$ cat config.mk
export PLATFORM = sky130hd
export DESIGN_NAME = counter_rr_arbiter
export DESIGN_NICKNAME = d
export VERILOG_FILES = /design/src/rtl/counter_rr_arbiter.sv
export SDC_FILE = /design/constraint.sdc
export NUM_CORES = 1
export LEC_CHECK = 0
export BUFFER_PORTS_ARGS = -buffer_cell sky130_fd_sc_hd__buf_2
export CAP_MARGIN = 20
export CORE_MARGIN = 3
export CORE_UTILIZATION = 50
export CTS_CLUSTER_DIAMETER = 30
export CTS_CLUSTER_SIZE = 16
export DETAILED_ROUTE_END_ITERATION = 8
export MAX_ROUTING_LAYER = met4
export PLACE_DENSITY = 0.73
export RECOVER_POWER = 50
export SLEW_MARGIN = 5
export SYNTH_ARGS = -nofsm -noshare
export SYNTH_HDL_FRONTEND = slang
export SYNTH_SLANG_ARGS = --single-unit
$ cat constraint.sdc
create_clock -name Clk -period 3.8 [get_ports Clk]
set_input_delay 0.19 -clock Clk [delete_from_list [all_inputs] [get_ports Clk]]
set_output_delay 0.19 -clock Clk [all_outputs]
set_load 0.05 [all_outputs]
$ cat src/rtl/counter_rr_arbiter.sv
// Round-robin arbiter that shares one two-bit counter among four requesters.
// Optional hold-limit preemption is compiled in with `define ARB_HOLD_LIMIT_EN.
module counter_rr_arbiter #(
  parameter int NREQ = 4
`ifdef ARB_HOLD_LIMIT_EN
  ,
  parameter int HOLD_MAX = 4
`endif
) (
  input  logic            Clk,
  input  logic            Reset,
  input  logic [NREQ-1:0] Req,
  output logic [NREQ-1:0] Gnt,
  output logic [1:0]      select,
  output logic            En,
  output logic            Busy
);

  typedef enum logic [1:0] {
    IDLE    = 2'd0,
    GRANT   = 2'd1,
    RELEASE = 2'd2
  } state_t;

  state_t          state_q, state_d;
  logic [1:0]      ptr_q, ptr_d;
  logic [NREQ-1:0] gnt_q, gnt_d;
  logic [1:0]      sel_q, sel_d;
  logic            en_q, en_d;
  logic            busy_q, busy_d;
  logic [1:0]      winner_s;
  logic            preempt_s;

`ifdef ARB_HOLD_LIMIT_EN
  localparam logic [3:0] HOLD_LAST = 4'(HOLD_MAX - 1);
  logic [3:0]      hold_q, hold_d;
  logic [NREQ-1:0] others_s;
`endif

  function automatic logic [3:0] onehot2(input logic [1:0] idx);
    logic [3:0] v;
    case (idx)
      2'd0:    v = 4'b0001;
      2'd1:    v = 4'b0010;
      2'd2:    v = 4'b0100;
      2'd3:    v = 4'b1000;
      default: v = 4'b0000;
    endcase
    return v;
  endfunction

  // Rotate so the pointer lands on bit 0, take the lowest set bit, rotate back.
  function automatic logic [1:0] rr_pick(input logic [3:0] req, input logic [1:0] ptr);
    logic [3:0] rot;
    logic [1:0] off;
    rot = 4'({req, req} >> ptr);
    casez (rot)
      4'b???1: off = 2'd0;
      4'b??10: off = 2'd1;
      4'b?100: off = 2'd2;
      4'b1000: off = 2'd3;
      default: off = 2'd0;
    endcase
    return ptr + off;
  endfunction

  // Arbitration result for the current request vector and pointer.
  always_comb begin
    winner_s = rr_pick(Req, ptr_q);
  end

  // Next-state and next-output logic for the grant sequencer.
  always_comb begin
    state_d   = state_q;
    ptr_d     = ptr_q;
    gnt_d     = gnt_q;
    sel_d     = sel_q;
    en_d      = en_q;
    busy_d    = busy_q;
    preempt_s = 1'b0;
`ifdef ARB_HOLD_LIMIT_EN
    hold_d    = hold_q;
    others_s  = Req & ~gnt_q;
`endif
    case (state_q)
      IDLE: begin
        if (Req != 4'b0000) begin
          state_d = GRANT;
          gnt_d   = onehot2(winner_s);
          sel_d   = winner_s;
          en_d    = 1'b1;
          busy_d  = 1'b1;
`ifdef ARB_HOLD_LIMIT_EN
          hold_d  = 4'd0;
`endif
        end else begin
          gnt_d  = 4'b0000;
          en_d   = 1'b0;
          busy_d = 1'b0;
        end
      end
      GRANT: begin
        en_d   = 1'b1;
        busy_d = 1'b1;
`ifdef ARB_HOLD_LIMIT_EN
        hold_d    = (hold_q == HOLD_LAST) ? hold_q : hold_q + 4'd1;
        preempt_s = (hold_q == HOLD_LAST) && (others_s != 4'b0000);
`endif
        if (!Req[sel_q] || preempt_s) begin
          state_d = RELEASE;
          gnt_d   = 4'b0000;
          en_d    = 1'b0;
          ptr_d   = sel_q + 2'd1;
        end else begin
          gnt_d = gnt_q;
        end
      end
      RELEASE: begin
        // Requests are deliberately ignored here; the next IDLE cycle arbitrates.
        state_d = IDLE;
        gnt_d   = 4'b0000;
        en_d    = 1'b0;
        busy_d  = 1'b0;
      end
      default: begin
        state_d = IDLE;
        gnt_d   = 4'b0000;
        en_d    = 1'b0;
        busy_d  = 1'b0;
      end
    endcase
  end

  // State and output registers with asynchronous reset.
  always_ff @(posedge Clk or posedge Reset) begin
    if (Reset) begin
      state_q <= IDLE;
      ptr_q   <= 2'd0;
      gnt_q   <= 4'b0000;
      sel_q   <= 2'd0;
      en_q    <= 1'b0;
      busy_q  <= 1'b0;
`ifdef ARB_HOLD_LIMIT_EN
      hold_q  <= 4'd0;
`endif
    end else begin
      state_q <= state_d;
      ptr_q   <= ptr_d;
      gnt_q   <= gnt_d;
      sel_q   <= sel_d;
      en_q    <= en_d;
      busy_q  <= busy_d;
`ifdef ARB_HOLD_LIMIT_EN
      hold_q  <= hold_d;
`endif
    end
  end

  assign Gnt    = gnt_q;
  assign select = sel_q;
  assign En     = en_q;
  assign Busy   = busy_q;

endmodule
==> flow_summary_export.csv <==
group,metric,value,unit
run_status,outcome,"complete, no violations",
power,static-leakage-power,0.382,nW
setup_path,critPathLaunch,"ptr_q[0]",
setup_path,crit_path_max_fanout,12,
global_route,antenna_found_initial,0,
yosys,synth-compound-area-share,15.3,%
floorplanning,core.rowCount,13,
yosys,synth_cells,88,
timing,fmax,0.476,GHz
drt,post_drt_via_cell_ratio,5.76,
placed_design,placement.setup.worst_slack,1.76,ns
setup_path,critical-path-top-delay-family,"simple AND/OR/NAND/NOR gates",
clocking,clk-insertion-delay-late,0.27,ns
layout,layoutNonFillerInstCount,115,
yosys,sequential_cell_area_fraction_in_the_yosys_report,38.3,%
timing,tightest_slew,0.597,ns
floorplanning,chipWidth,45.6,um
power,power.density,913,mW/mm^2
layout,flow.area_growth_from_synthesis,10.7,%
clocking,htreeDepth,1,
setup_path,worstReg2RegStart,"ptr_q[0]",
yosys,synth_top_flop_cell,"sky130_fd_sc_hd__dfrtp_1",
clocking,clk_pin_slew,0.08,ns
layout,final_layout_size_suffix_gt1_share,18.0,%
yosys,yosysWarnings,0,
clocking,cts_resized,0,
yosys,synth-simple-area-share,29.9,%
yosys,synth_top_area_share,38.3,%
setup_path,worstPathArrival,2.30,ns
layout,total_nets_final,108,
timing,final-hold-violation-count,0,
drt,vias,662,
floorplanning,fp.coreArea,0.00138,sq mm
drt,routed_wl,1.54,mm
global_route,wire_length_of_the_first_global_routing_pass,2.70,mm
setup_path,worst_setup_path_end_kind,"flip-flop",
drt,firstDrtPassIters,4,
global_route,number_of_global_route_vias_before_repair,584,
floorplanning,floorplan.die_area,0.00208,sq mm
min_path,holdCritPathClass,"in -> async",
placed_design,place_inst,110,
placed_design,post-dp-hpwl,1.11,mm
global_route,grt_start_max_net_pins,13,
layout,fin_area,867,sq um
yosys,synth_fp_nets,95,
yosys,synth.ff_latch_count,12,
drt,post_drt_wl_per_cell,13.4,um
power,peakVddDrop,0.000437,V
run,max_cap_violations,0,
clocking,tritoncts.num_buffers,3,
yosys,post_synth_main_area_contributors,"sky130_fd_sc_hd__dfrtp_1 38%, sky130_fd_sc_hd__nand3_1 5.1%, sky130_fd_sc_hd__nand2_1 4.8%, sky130_fd_sc_hd__o21ai_0 3.8%, sky130_fd_sc_hd__nand2b_1 3.2%",
timing,final.setup_skew,0.00436,ns
yosys,muxShareOfSynthArea,4.79,%
yosys,combinational_family_with_the_most_area_after_synthesis,"simple AND/OR/NAND/NOR gates",
clocking,post_cts.repair.setup_buffers,0,
layout,final.fill_count,110,
yosys,netlist.top_cell.by_area,"sky130_fd_sc_hd__dfrtp_1",
timing,setup_viol,0,
setup_path,worstSetupStartpointType,"flip-flop",
timing,slew_headroom,60.4,%
drt,drc,0,
setup_path,crit_path_max_cell_delay,0.52,ns
setup_path,timing.critical_path.cells,"nand2_1 > o22ai_1 > o21ai_0 > o221ai_1 > ha_1 > inv_1 > nor4_1 > o21ai_0 > nand3_1",
floorplanning,die_y,45.6,um
yosys,synth.lib_cells_used.distinct,33,
timing,post-route-worst-setup-slack,1.70,ns
setup_path,worst_path_required_time,4.00,ns
clocking,count_of_hold_fix_buffers_inserted_at_cts,1,
drt,postRouteAntennaNets,0,
timing,finalMaxSlewViolations,0,
yosys,synth_xor_area_share,3.35,%
clocking,clock-sinks,12,
setup_path,worst_path_most_repeated_cell,"sky130_fd_sc_hd__o21ai_0",
timing,fin_setup_tns,0,ns
placed_design,place_area,826,sq um
setup_path,classification_of_the_worst_setup_path,"reg -> reg",
power,totalPowerFinal,792,uW
yosys,yosys.area_share.adder,1.60,%
clocking,clock_tree.buffer_depth,2,
timing,period_needed,2.10,ns
timing,whs,0.462,ns
yosys,synth.avg_cell_area,8.90,sq um
placed_design,port_buffers,13,
global_route,globalRoute.totalOverflow,0,
yosys,synth.cell_area,783,sq um
layout,final_util,62.7,%
floorplanning,number_of_placed_i_o_pins,14,
timing,unrepaired_setup_endpoints_after_global_routing,"no",
timing,layout_worst_path_cycle_share,55.3,%
yosys,async_flop_share,100,%
placed_design,routabilityCongestion,0.836,
yosys,synth_commonest_cells,"12 x sky130_fd_sc_hd__dfrtp_1, 10 x sky130_fd_sc_hd__nand2_1, 8 x sky130_fd_sc_hd__nand3_1, 6 x sky130_fd_sc_hd__o21ai_0",
clocking,cts-root-buf,"sky130_fd_sc_hd__clkbuf_4",
setup_path,cp_slowest_cell,"sky130_fd_sc_hd__dfrtp_1",
global_route,global_route.usage.total,18.8,%
setup_path,timing.critical_path.buf_inv,1,
drt,initialDrtViolationCount,17,
floorplanning,floorplan.initialDensity,56.7,%
yosys,synth_edf_count,0,
layout,n_antenna_cell,0,
yosys,yosys.cell_count.top_type,"sky130_fd_sc_hd__dfrtp_1",
clocking,cts_tree,"built",
[metal layers]
metal / up-vias / share of wire (%) / GRT usage, %
met2: 16 / 45 / 25.6
met3: 0 / 5.2 / 7.11
met1: 306 / 50 / 25.8
met4: 0 / 0 / 5.26
li1: 340 / - / -
met5: - / 0 / -
[cell families after synthesis]
| kind of cell | Yosys count |
|---|---|
| adders and majority gates | 1 |
| AOI/OAI and AO/OA | 18 |
| DFF | 12 |
| and+or+nand+nor | 43 |
| muxes | 2 |
| xor gates and xnor gates | 3 |
| buffers and inverters | 9 |
[cell type report]
type / instances / area [sq um] / area share [%]
Timing Repair Buffer: 14 / 70.1 / 8.08
Multi-Input combinational cell: 67 / 430 / 49.6
Inverter: 3 / 11.3 / 1.30
Clock buffer: 4 / 36.3 / 4.18
Tap cell: 15 / 18.8 / 2.16
Sequential cell: 12 / 300 / 34.6
[power breakdown]
group / internal, mW / switching (mW)
sequential: 0.183 / 0.0582
combinational: 0.156 / 0.294
clock: 0.0581 / 0.0424
[worst min-delay path, stage by stage]
cell	delay (ns)
sky130_fd_sc_hd__dlygate4sd3_1	0.53
sky130_fd_sc_hd__buf_2	0.12
sky130_fd_sc_hd__inv_1	0.34
[placed cells by master, fill, tap and decap left out, drive strengths merged, types with 4 or more instances in the layout]
master  Yosys  final
dfrtp      12     12
nand2      10     10
buf         5      9
nand3       8      8
o21ai       8      8
clkbuf      1      8
nor4        5      5
nor2        5      5
nand2b      4      4
[flip-flops by register name, summed over array words and instances (netlist names)]
name	flops
state_q	2
Gnt	4
select	2
ptr_q	2
Busy	1
En	1
[path summary, 6_finish.rpt]
kind                         endpoint  slack, ns  depth (start not counted)
min in group Clk           state_q[1]       0.48                          3
max reg2reg                    Gnt[3]       1.70                          9
max                            Gnt[3]       1.70                          9
min                         select[1]       0.46                          3
min reg2reg                    Gnt[2]       0.50                          2
max in group asynchronous      Gnt[2]       3.02                          3
Note: power is estimated with default switching activity, not from simulation.
